===== config.mk =====
export PLATFORM = sky130hd
export DESIGN_NAME = vt_escape_parser_flat
export DESIGN_NICKNAME = d
export VERILOG_FILES = /design/src/rtl/vt_escape_parser_if.sv /design/src/rtl/vt_escape_parser.sv /design/src/flat_wrapper.sv
export SDC_FILE = /design/constraint.sdc
export NUM_CORES = 1
export LEC_CHECK = 0
export BUFFER_PORTS_ARGS = -buffer_cell sky130_fd_sc_hd__buf_2
export CAP_MARGIN = 20
export CORE_ASPECT_RATIO = 1.4
export CORE_UTILIZATION = 40
export DETAILED_ROUTE_END_ITERATION = 7
export PLACE_DENSITY = 0.68
export REMOVE_ABC_BUFFERS = 1
export SYNTH_ARGS = -nofsm -noshare
export SYNTH_HDL_FRONTEND = slang
export SYNTH_SLANG_ARGS = --single-unit
export TNS_END_PERCENT = 5

===== constraint.sdc =====
create_clock -name clk25 -period 4.4 [get_ports clk25]
set_clock_uncertainty 0.1 [all_clocks]
set_input_delay 0 -clock clk25 [delete_from_list [all_inputs] [get_ports clk25]]
set_output_delay 0 -clock clk25 [all_outputs]
set_load 0.005 [all_outputs]

===== src/rtl/vt_escape_parser_if.sv =====
// Byte-stream bus for vt_escape_parser: serial bytes in, character and command strobes out.
interface vt_escape_parser_if;
  logic       serwr;
  logic [7:0] serdata;
  logic       chwr;
  logic [7:0] chdata;
  logic       cmdwr;
  logic [2:0] cmd;
  logic [6:0] arg0;
  logic [6:0] arg1;

  modport master (
    output serwr, serdata,
    input  chwr, chdata, cmdwr, cmd, arg0, arg1
  );

  modport slave (
    input  serwr, serdata,
    output chwr, chdata, cmdwr, cmd, arg0, arg1
  );
endinterface


===== src/rtl/vt_escape_parser.sv =====
// VT100/ANSI escape decoder: passes characters through, turns escape sequences into command strobes.
// Define VTPARSE_CURSOR_MOVE_EN to decode the CSI A/B/C/D cursor-motion finals.
module vt_escape_parser #(
  parameter int ROWS = 25,
  parameter int COLS = 80
) (
  input  logic              clk25,
  input  logic              rst,
  vt_escape_parser_if.slave bus
);

  typedef enum logic [1:0] {ST_GROUND, ST_ESC, ST_CSI} state_t;
  typedef enum logic [2:0] {CUP, ED, EL, CUU, CUD, CUF, CUB, RIS} cmd_t;

  localparam logic [7:0] ROWS_M = 8'(ROWS);
  localparam logic [7:0] COLS_M = 8'(COLS);
  localparam logic [7:0] B_ESC  = 8'h1B;
  localparam logic [7:0] B_CAN  = 8'h18;
  localparam logic [7:0] B_SUB  = 8'h1A;

  state_t     state, state_n;
  logic [7:0] p0, p0_n, p1, p1_n;
  logic       pidx, pidx_n, ign, ign_n;
  logic       chwr_n, cmdwr_n;
  logic [7:0] chdata_n;
  logic [2:0] cmd_n;
  logic [6:0] arg0_n, arg1_n;

  logic [7:0]  b;
  logic        is_digit, is_abort;
  logic [7:0]  cur;
  logic [11:0] acc;
  logic [7:0]  acc_sat;
  logic [7:0]  row_lo, row_c, col_lo, col_c;

  assign b        = bus.serdata;
  assign is_digit = (b >= 8'h30) && (b <= 8'h39);
  assign is_abort = (b == B_CAN) || (b == B_SUB);

  // Accumulators saturate at 255 so oversized arguments still clamp correctly.
  assign cur     = pidx ? p1 : p0;
  assign acc     = {4'd0, cur} * 12'd10 + {8'd0, b[3:0]};
  assign acc_sat = (acc > 12'd255) ? 8'hFF : acc[7:0];

  assign row_lo = (p0 == 8'd0) ? 8'd1 : p0;
  assign row_c  = (row_lo > ROWS_M) ? ROWS_M : row_lo;
  assign col_lo = (p1 == 8'd0) ? 8'd1 : p1;
  assign col_c  = (col_lo > COLS_M) ? COLS_M : col_lo;

`ifdef VTPARSE_CURSOR_MOVE_EN
  logic [7:0] cnt_c;
  assign cnt_c = (row_lo > COLS_M) ? COLS_M : row_lo;
`endif

  always_comb begin
    state_n  = state;
    p0_n     = p0;
    p1_n     = p1;
    pidx_n   = pidx;
    ign_n    = ign;
    chwr_n   = 1'b0;
    chdata_n = bus.chdata;
    cmdwr_n  = 1'b0;
    cmd_n    = bus.cmd;
    arg0_n   = bus.arg0;
    arg1_n   = bus.arg1;
    if (bus.serwr) begin
      unique case (state)
        ST_GROUND: begin
          if (b == B_ESC) begin
            state_n = ST_ESC;
          end else if (!is_abort) begin
            chwr_n   = 1'b1;
            chdata_n = b;
          end
        end
        ST_ESC: begin
          if (b == 8'h5B) begin
            state_n = ST_CSI;
            p0_n    = '0;
            p1_n    = '0;
            pidx_n  = 1'b0;
            ign_n   = 1'b0;
          end else if (b == 8'h63) begin
            state_n = ST_GROUND;
            cmdwr_n = 1'b1;
            cmd_n   = RIS;
            arg0_n  = '0;
            arg1_n  = '0;
          end else if (b != B_ESC) begin
            state_n = ST_GROUND;
          end
        end
        ST_CSI: begin
          if (is_digit) begin
            if (pidx) p1_n = acc_sat;
            else      p0_n = acc_sat;
          end else if (b == 8'h3B) begin
            if (pidx) ign_n  = 1'b1;
            else      pidx_n = 1'b1;
          end else if ((b >= 8'h20) && (b <= 8'h3F)) begin
            ign_n = 1'b1;
          end else if (b == B_ESC) begin
            state_n = ST_ESC;
          end else if (is_abort) begin
            state_n = ST_GROUND;
          end else if (b < 8'h20) begin
            chwr_n   = 1'b1;
            chdata_n = b;
          end else if ((b >= 8'h40) && (b <= 8'h7E)) begin
            state_n = ST_GROUND;
            if (!ign) begin
              unique case (b)
                8'h48, 8'h66: begin
                  cmdwr_n = 1'b1;
                  cmd_n   = CUP;
                  arg0_n  = 7'(row_c - 8'd1);
                  arg1_n  = 7'(col_c - 8'd1);
                end
                8'h4A, 8'h4B: begin
                  if (p0 <= 8'd2) begin
                    cmdwr_n = 1'b1;
                    cmd_n   = (b == 8'h4A) ? ED : EL;
                    arg0_n  = p0[6:0];
                    arg1_n  = '0;
                  end
                end
`ifdef VTPARSE_CURSOR_MOVE_EN
                8'h41, 8'h42, 8'h43, 8'h44: begin
                  cmdwr_n = 1'b1;
                  cmd_n   = 3'(b[2:0] + 3'd2);
                  arg0_n  = 7'(cnt_c);
                  arg1_n  = '0;
                end
`endif
                default: ;
              endcase
            end
          end
        end
        default: state_n = ST_GROUND;
      endcase
    end
  end

  always_ff @(posedge clk25) begin
    if (rst) begin
      state      <= ST_GROUND;
      p0         <= '0;
      p1         <= '0;
      pidx       <= 1'b0;
      ign        <= 1'b0;
      bus.chwr   <= 1'b0;
      bus.chdata <= '0;
      bus.cmdwr  <= 1'b0;
      bus.cmd    <= '0;
      bus.arg0   <= '0;
      bus.arg1   <= '0;
    end else begin
      state      <= state_n;
      p0         <= p0_n;
      p1         <= p1_n;
      pidx       <= pidx_n;
      ign        <= ign_n;
      bus.chwr   <= chwr_n;
      bus.chdata <= chdata_n;
      bus.cmdwr  <= cmdwr_n;
      bus.cmd    <= cmd_n;
      bus.arg0   <= arg0_n;
      bus.arg1   <= arg1_n;
    end
  end

endmodule


===== src/flat_wrapper.sv =====
// flat-port wrapper written by rule: the top's interface ports become plain ports
module vt_escape_parser_flat 
#(
  parameter int ROWS = 25,
  parameter int COLS = 80
)
  (clk25, rst, bus_serwr, bus_serdata, bus_chwr, bus_chdata, bus_cmdwr, bus_cmd, bus_arg0, bus_arg1);
  vt_escape_parser_if bus_i ();
  input  logic clk25;
  input  logic rst;
  input wire logic [$bits(bus_i.serwr)-1:0] bus_serwr;
  input wire logic [$bits(bus_i.serdata)-1:0] bus_serdata;
  output wire logic [$bits(bus_i.chwr)-1:0] bus_chwr;
  output wire logic [$bits(bus_i.chdata)-1:0] bus_chdata;
  output wire logic [$bits(bus_i.cmdwr)-1:0] bus_cmdwr;
  output wire logic [$bits(bus_i.cmd)-1:0] bus_cmd;
  output wire logic [$bits(bus_i.arg0)-1:0] bus_arg0;
  output wire logic [$bits(bus_i.arg1)-1:0] bus_arg1;
  assign bus_i.serwr = bus_serwr;
  assign bus_i.serdata = bus_serdata;
  assign bus_chwr = bus_i.chwr;
  assign bus_chdata = bus_i.chdata;
  assign bus_cmdwr = bus_i.cmdwr;
  assign bus_cmd = bus_i.cmd;
  assign bus_arg0 = bus_i.arg0;
  assign bus_arg1 = bus_i.arg1;
  vt_escape_parser #(.ROWS(ROWS), .COLS(COLS)) u_core (.clk25(clk25), .rst(rst), .bus(bus_i));
endmodule

* After elaboration in Yosys (flattened, before gate mapping) *
Cells that the tools add are included.
W data, S select, Z words.

storage, ports and cells
  register bits after elaboration = 47
  bits in latches = 0
  RAM bits = 0
  memory bits (read-only) = 0
  bits of input ports = 11
  output and inout port bits = 27
  logic and storage cells = 188
  memories = 0

operators by class
  add/sub/neg operators = 3
  multipliers = 1
  divide/modulo/power cells = 0
  $lt $le $gt $ge = 11
  equal/unequal tests = 39
  shift operators = 0
  mux-type cells = 103
  bitwise operators = 1
  reduce and logical (&&, ||, !) cells = 19

operator list
  operator                count
  $mux W7                 22
  $mux W8                 17
  $pmux W7 S2             4
  $eq A8 B7 Y1 const B    6
  $pmux W8 S2             3
  $mux W3                 11
  $mux W1                 26
  $eq A8 B5 Y1 const B    3
  $mux W2                 12
  $ne A2 B2 Y1 const B    11
  $ge A8 B6 Y1 const B    2
  $le A8 B6 Y1 const B    2
  $logic_not A8 Y1        2
  $ne A2 B1 Y1 const B    8
  $reduce_and A5 Y1       3
  $reduce_and A14 Y1      1
  $sub A7 B1 Y7 const B   2
  $add A12 B4 Y12         1
  $gt A12 B8 Y1 const B   1
  $pmux W3 S2             2
  $mul A8 B3 Y11 const B  1
  $pmux W1 S2             5
  $reduce_and A10 Y1      1
  $ne A3 B2 Y1 const B    3
  22 further kinds        28

* Depth between registers and ports, before layout *
Gate-level depths: netlist (run 1).

  word-level depth = 15
  depth in mapped cells = 12
  depth with buffers taken out = 10

* Worst setup path before layout (run 1) *
OpenSTA, ideal clock, no wires.

  path type = reg2reg
  start point = register u_core.pidx
  end point = register u_core.p0[0]
  setup time = 0.136 ns
  data arrival time = 3.493 ns
  required time = 4.164 ns
  setup slack = 0.670 ns
  stages on the path, launching flop included = 13
  buffers on the path = 2
  clock period less this slack = 3.730 ns
  cell sequence = dfxtp_1 -> clkbuf_1 -> mux2_2 -> ha_1 -> ha_1 -> fa_1 -> nand2_1 -> nor2_1 -> nand4_1 -> or4b_1 -> o211ai_1 -> clkbuf_1 -> a31oi_1

on the way
  longest elaborated chain between the ends = 8
  elaborated cells between the ends (all ways) = 10
  classes of those cells = add/sub: 1; mul: 1; order compare: 1; eq/ne: 1; mux: 5; reduce/logical: 1

RTL lines
  item                    line                     source
  start, declared         vt_escape_parser.sv:23   logic pidx, pidx_n, ign, ign_n;
  start signal, assigned  vt_escape_parser.sv:163  pidx <= pidx_n;
  $mux W8                 vt_escape_parser.sv:41   assign cur = pidx ? p1 : p0;
  $mul A8 B3 Y11          vt_escape_parser.sv:42   assign acc = {4'd0, cur} * 12'd10 + {8'd0, b[3:0]};
  $add A12 B4 Y12         vt_escape_parser.sv:42
  $gt A12 B8 Y1           vt_escape_parser.sv:43   assign acc_sat = (acc > 12'd255) ? 8'hFF : acc[7:0];
  $mux W8                 vt_escape_parser.sv:43
  $mux W8                 vt_escape_parser.sv:96   if (pidx) p1_n = acc_sat;
  $mux W8                 vt_escape_parser.sv:95   if (is_digit) begin
  $pmux W8 S2             vt_escape_parser.sv:68   unique case (state)
  end signal, assigned    vt_escape_parser.sv:161  p0 <= p0_n;
  end, declared           vt_escape_parser.sv:22   logic [7:0] p0, p0_n, p1, p1_n;

Parallel ways exist; a longest one is shown, timed or not. The select of a mux whose other input is x is not followed.
A chain may end at the register's enable or synchronous reset.

* Final worst setup path (run 1) *
  start point = register u_core.pidx
  end point = register u_core.p1[3]

on the way
  longest elaborated chain between the ends = 8
  elaborated cells between the ends (all ways) = 10
  classes of those cells = add/sub: 1; mul: 1; order compare: 1; eq/ne: 1; mux: 5; reduce/logical: 1

RTL lines
  item                  line                     source
  $mux W8               vt_escape_parser.sv:41
  $mul A8 B3 Y11        vt_escape_parser.sv:42
  $add A12 B4 Y12       vt_escape_parser.sv:42
  $gt A12 B8 Y1         vt_escape_parser.sv:43
  $mux W8               vt_escape_parser.sv:43
  $mux W8               vt_escape_parser.sv:96
  $mux W8               vt_escape_parser.sv:95
  $pmux W8 S2           vt_escape_parser.sv:68
  end signal, assigned  vt_escape_parser.sv:162  p1 <= p1_n;
  end, declared         vt_escape_parser.sv:22

Parallel ways exist; a longest one is shown, timed or not. The select of a mux whose other input is x is not followed.

==> impl_metrics.yaml, run 1 <==
critical_path:
  cp_slowest_cell: "dfxtp_1"
  category_of_the_critical_setup_timing_path: "register to register"
  timing.critical_path.slowest_cell_delay_ns: 0.60
  critical_path.cell_chain: "mux2_2 -> ha_1 -> ha_1 -> fa_1 -> nand2_1 -> nor2_1 -> nand4_1 -> or4b_1 -> o211ai_1 -> buf_4 -> a31oi_1"
  worst-r2r-cell-count: 11
  critical_path_source_type: "register"
  r2r_start: "u_core.pidx"
  critical_path_required_ns: 4.50
  cp_capture_point: "u_core.p1[3]"
  reg2reg_slack_ns: 0.76
  cp-startpoint: "u_core.pidx"
  critPathMostFrequentCell: "ha_1"
  worstPathMaxFanout: 16
  cp_data_arrival_time_ns: 3.73
  setup.worst_path.end_class: "register"
  worst_r2r_endpoint: "u_core.p1[3]"
timing:
  final_period_minus_worst_setup_slack_ns: 3.64
  setup-violations-final: 0
  tightest_slew_ns: 0.834
  finalSetupTns_ns: 0
  fmaxAchievable_mhz: 275
  grt_setup_unrepaired: "false"
  slew_headroom_pct: 44.2
  worst_slack_ns: 0.763
  hold-worst-slack_ns: 0.0320
  hold_violations: 0
  timing.final.max_slew_violations: 0
  finalCritPeriodShare_pct: 82.7
layout:
  final.fill_count: 739
  design.final.nets: 437
  syn2layout_area_growth_pct: 15.4
  antennaDiodeCount: 0
  share_of_final_layout_standard_cells_stronger_than_drive_strength_1_pct: 16.1
outcome:
  run_status: "finished, final reports clean"
routing:
  vias: 2751
  first_iter_violations: 79
  wire_per_inst_um: 13.8
  route.detailed.vias_per_inst: 5.49
  wl_um: 6930
  route.detailed.drc: 0
  drt.antenna.violating_nets: 0
  drt-pass1-iter-count: 4
power_and_ir_drop:
  p_per_area_mw_per_mm2: 236
  cell_internal_pwr_uw: 641
  power.static_leakage_uw: 0.00151
  p_sw_uw: 187
  irDropWorstVdd_v: 0.000194
  clock_power_share_pct: 40.2
  switching_share_pct: 22.6
  power.sequential.fraction_pct: 52.2
  pwr-share-comb_pct: 7.5
cts:
  cts.root.buffer_cell: "clkbuf_8"
  clock_sink_count: 47
  cts.path.max_buffers: 2
  cts_resized: 0
  clock_latency_at_the_later_pin_of_the_worst_skew_pair_ns: 0.31
  cts-buffers-inserted: 5
  htreeDepth: 2
  cts_tree: "built"
  clk_pin_slew_worst_paths_ns: 0.09
synthesis:
  synth.cell_area_mm2: 0.00304
  sequential_to_total_area_share_from_yosys_stat_pct: 31.0
  synth-edff-count: 0
  synthesis.instances: 364
  async_reset_ff_share_pct: 0
  syn_area_per_cell_um2: 8.34
  ys.flop_type: "dfxtp_1"
  synth.yosys.warnings: 0
  ys_seq_elements: 47
  number_of_distinct_library_cells_after_synthesis: 58
global_route:
  grt.busiest_layer: "met2"
  grt_use_total_pct: 18.8
  grt_use_met3_pct: 2.51
  grt_pass1_vias: 2680
  met1_usage_pct: 22.0
  grt_start_max_net_pins: 23
  grt_antenna_before_repair: 0
  grt_pass1_wl_um: 11800
  groute.layer.met2.usage_pct: 32.3
  aggregate_global_routing_overflow: 0
job:
  cap_viol_max_count: 0
die:
  die_h_um: 105
  effective_utilization_at_floorplan_pct: 41.3
  die_x_um: 75.6
  die_area_mm2: 0.00795
  core_region_area_mm2: 0.00736
  number_of_top_level_design_ports: 38
  placementRows: 37
min_path:
  hold-path-cell-count: 3
  worst_hold_path_type: "input pin to register"
placed_design:
  gp_routability_congestion: 0.827
  place.detailed.hpwl_um: 5250
  place_ws_ns: 0.799
  place.port_buffers: 37
-- cells in the final DEF (no fill, tap or decap), drive strengths merged, types with 6 or more instances in the layout --
cell type,netlist,layout
nand3,9,9
mux2,8,8
inv,7,7
a31oi,23,23
nor2,30,30
ha,21,21
a22o,12,12
nand2,44,44
clkbuf,12,6
xnor2,7,7
dlygate4sd3,0,12
a21o,7,7
mux2i,10,10
nor3,9,9
buf,8,40
dfxtp,47,47
o21ai,13,13
a21oi,32,32
-- routing by layer --
layer  wire length, um  up-vias
li1                  -     1419
met1              3130     1265
met2              3410       52
met3               173       15
met4               210        0
met5                 0        -
-- sequential cells by signal (all words and copies together) (netlist names) --
signal             flops
u_core.bus.arg0        7
u_core.bus.arg1        7
u_core.bus.chdata      8
u_core.bus.chwr        1
u_core.bus.cmd         3
u_core.bus.cmdwr       1
u_core.ign             1
u_core.p0              8
u_core.p1              8
u_core.pidx            1
u_core.state           2
-- kinds of logic (layout without fill, tap and decap cells) --
kind of cell / Yosys count / after routing / share of synthesized area [%]
simple gates: 136 / 136 / 23.4
compound gates: 105 / 105 / 23.0
buf+inv: 27 / 67 / 4.12
xor+xnor: 8 / 8 / 2.31
fa+ha+maj: 23 / 23 / 9.97
flops: 47 / 47 / 31.0
mux: 18 / 18 / 6.26
-- final cells by class --
| class | instances | area [um2] | share of cell area, % |
|---|---|---|---|
| tap | 97 | 121 | 3.46 |
| clock inverter | 2 | 35.0 | 1.00 |
| timing repair buffer | 52 | 328 | 9.35 |
| clock buffer | 6 | 82.6 | 2.36 |
| sequential | 47 | 941 | 26.8 |
| inverter | 7 | 26.3 | 0.750 |
| multi-input combinational | 290 | 1970 | 56.2 |
-- Yosys cell counts, types with 3 or more instances --
| library cell | instances | area (um2) |
|---|---|---|
| buf_2 | 4 | 20.0 |
| nand3_1 | 9 | 45.0 |
| clkbuf_1 | 12 | 45.0 |
| or4_1 | 4 | 30.0 |
| mux2_2 | 8 | 90.1 |
| nand2_1 | 43 | 161 |
| a211oi_1 | 3 | 22.5 |
| and4_1 | 3 | 26.3 |
| or4b_1 | 4 | 40.0 |
| dfxtp_1 | 47 | 941 |
| a21o_1 | 7 | 52.6 |
| mux2i_1 | 10 | 100 |
| and2_1 | 3 | 18.8 |
| o21ai_0 | 10 | 50.1 |
| nor3_1 | 8 | 40.0 |
| xnor2_1 | 7 | 61.3 |
| a22o_1 | 12 | 105 |
| nor3b_1 | 3 | 22.5 |
| o21ai_1 | 3 | 15.0 |
| nor2_1 | 29 | 109 |
| nand2b_1 | 5 | 31.3 |
| a21oi_1 | 31 | 155 |
| inv_1 | 7 | 26.3 |
| ha_1 | 21 | 263 |
| nor2b_1 | 5 | 31.3 |
| a31oi_1 | 23 | 144 |
| or3_1 | 5 | 31.3 |
-- power by group through the flow --
stage	Clock [uW]	Sequential, uW	Combinational [uW]
after global placement	0	442	52.2
after global routing	355	433	68.2
after floorplan	0	443	25.7
after CTS	341	432	62.2
after detailed placement	0	442	53.7
final	333	432	62.1
-- worst max-delay path: cells and delay by family (launching register included) --
kind	cells	cell delay [ns]
AND/OR/NAND/NOR	4	0.90
flip-flops	1	0.60
buffers and inverters	1	0.23
multiplexers	1	0.43
AO/OA/AOI/OAI	2	0.20
adder cells (fa/ha/maj)	3	1.06
-- stage by stage --
step / cells / cell area [um2] / power (uW) / utilization (%)
after floorplan: 344 / 2940 / 468 / -
after global placement: 480 / 3260 / 494 / 44.3
after detailed placement: 481 / 3270 / 496 / 44.4
after CTS: 501 / 3500 / 835 / 47.6
after global routing: 501 / 3500 / 856 / 47.6
final: 501 / 3500 / 827 / 47.6
-- timing repair --
item / in CTS / in global routing
hold buffers: 12 / 0
endpoints found under the setup margin: 0 / 0
buffers inserted: 0 / 0
hold endpoints to repair: 11 / 0
-- worst min-delay path by stage --
stage	from	to	slack [ns]
floorplan	rst	u_core.state[0]	-0.03
global placement	bus_serwr	u_core.bus.chwr	0.19
detailed placement	bus_serwr	u_core.bus.chwr	0.20
CTS	bus_serdata[2]	u_core.bus.chdata[2]	0.03
global route	bus_serdata[2]	u_core.bus.chdata[2]	0.06
finish	bus_serdata[2]	u_core.bus.chdata[2]	0.03
(Power assumes the default switching activity.)
==> run 2, diff against run 1 <==
- PLACE_DENSITY: 0.68 -> 0.7
- clock period: 4.4 -> 3 ns (I/O delays scaled with it)
==> impl_metrics.yaml, run 2 (synthesized netlist as in run 1, its figures left out) <==
layout:
  layout.cells.most_common: "dfxtp_1"
  antennaDiodeCount: 0
  post-route-util_pct: 53.1
  final.fill_count: 667
  biggestRegsByFlops: "u_core.bus.chdata (8), u_core.p0 (8), u_core.p1 (8)"
  design.final.nets: 471
  instances_no_fill: 535
  share_of_final_layout_standard_cells_stronger_than_drive_strength_1_pct: 26.5
  mostFrequentLayoutCells: "dfxtp_1 (46), nand2_1 (42), buf_4 (38)"
  syn2layout_area_growth_pct: 28.8
outcome:
  violations: "setup timing"
  run_status: "complete, but fails checks"
critical_path:
  category_of_the_critical_setup_timing_path: "register to register"
  worstPathMaxFanout: 8
  critical_path_required_ns: 3.10
  critical_path_source_type: "register"
  setup.worst_path.end_class: "register"
  cp_data_arrival_time_ns: 3.34
global_route:
  aggregate_global_routing_overflow: 0
  grt_start_max_net_pins: 23
  grt_antenna_before_repair: 0
  grt_use_total_pct: 19.3
  grt_pass1_wl_um: 12100
  grt_pass1_vias: 2606
timing:
  finalSetupTns_ns: -3.48
  final_period_minus_worst_setup_slack_ns: 3.24
  finalCritPeriodShare_pct: 108
  slew_headroom_pct: 60.1
  timing.final.max_slew_violations: 0
  hold_violations: 0
  setup-violations-final: 16
  grt_setup_unrepaired: "true"
  worst_slack_ns: -0.236
  fmaxAchievable_mhz: 309
  tightest_slew_ns: 0.592
die:
  die_h_um: 105
  die_x_um: 75.6
  die_area_mm2: 0.00795
  effective_utilization_at_floorplan_pct: 41.3
  core_region_area_mm2: 0.00736
  number_of_top_level_design_ports: 38
  placementRows: 37
routing:
  route.detailed.drc: 0
  first_iter_violations: 174
  vias: 2942
  route.detailed.vias_per_inst: 5.50
  wire_per_inst_um: 14.1
  wl_um: 7520
  drt-pass1-iter-count: 4
  drt.antenna.violating_nets: 0
cts:
  clock_latency_at_the_later_pin_of_the_worst_skew_pair_ns: 0.31
  cts.path.max_buffers: 2
  cts_tree: "built"
  clock_sink_count: 47
  clk_pin_slew_worst_paths_ns: 0.09
  htreeDepth: 2
  cts.root.buffer_cell: "clkbuf_8"
  cts-buffers-inserted: 5
power_and_ir_drop:
  design_power_total_uw: 1280
  p_per_area_mw_per_mm2: 327
  power.static_leakage_uw: 0.00168
  irDropWorstVdd_v: 0.000269
placed_design:
  place.detailed.hpwl_um: 5400
  place.port_buffers: 37
  placed_instance_count: 511
  gp_routability_congestion: 0.852
  place_ws_ns: -0.366
job:
  cap_viol_max_count: 0
min_path:
  worst_hold_path_type: "input pin to register"
==> run 2: cell count changes in the layout (fill, tap and decap cells not counted), sizes merged <==
cell,before,now
buf,40,77
bufinv,1,2
clkinv,1,0
clkinvlp,0,1
dlygate4sd3,12,8
==> run 2: what timing repair did <==
item                                    in CTS  in global routing
setup buffers                                6                  2
resized for setup                           15                  9
endpoints found under the setup margin      16                 16
pin swaps                                   11                 10
cloned                                       1                  0
hold buffers                                 8                  0
hold endpoints to repair                    11                  0
==> run 2: report_power, final <==
part | switching, uW | internal [uW]
sequential | 3.37 | 630
clock | 224 | 332
combinational | 51.7 | 37.1
==> run 2: area by class of cell <==
type                       count  area, um2  area share, %
multi-input combinational    290       2080           53.3
sequential                    47        945           24.2
timing repair buffer          86        598           15.3
tap                           97        121           3.10
clock buffer                   5       68.8           1.76
clock inverter                 3       67.6           1.73
inverter                       7       26.3          0.672
==> run 2: worst max-delay path, stage by stage, from the launching register on <==
cell	delay (ns)
dfxtp_4	0.41
buf_6	0.11
mux2_4	0.31
ha_4	0.17
ha_4	0.15
fa_2	0.54
nand2_2	0.07
nor2_2	0.12
nand4_1	0.14
or4b_1	0.52
o211ai_1	0.16
buf_4	0.23
a31oi_1	0.09
==> run 2: path summary, 6_finish.rpt <==
check	start	to	slack [ns]	cells past startpoint
max	u_core.pidx	u_core.p1[3]	-0.24	12
min	rst	u_core.bus.chdata[2]	0.0001	2
max reg2reg	u_core.pidx	u_core.p1[3]	-0.24	12
min reg2reg	u_core.bus.arg0[5]	u_core.bus.arg0[5]	0.36	1
==> run 2: routing by layer <==
metal	vias up	share of wire [%]	track usage, %
met1	1391	43	22.9
met2	62	53	34.9
li1	1482	-	-
met5	-	0	0
met3	7	3.5	2.60
met4	0	1.2	5.29
==> run 2: metrics by stage <==
step / hold WS (ns) / area (um2)
floorplan: -0.0309 / 2940
detailed placement: 0.189 / 3500
finish: 0.0000989 / 3910
global placement: 0.184 / 3500
CTS: 0.00406 / 3870
global route: 0.0321 / 3910
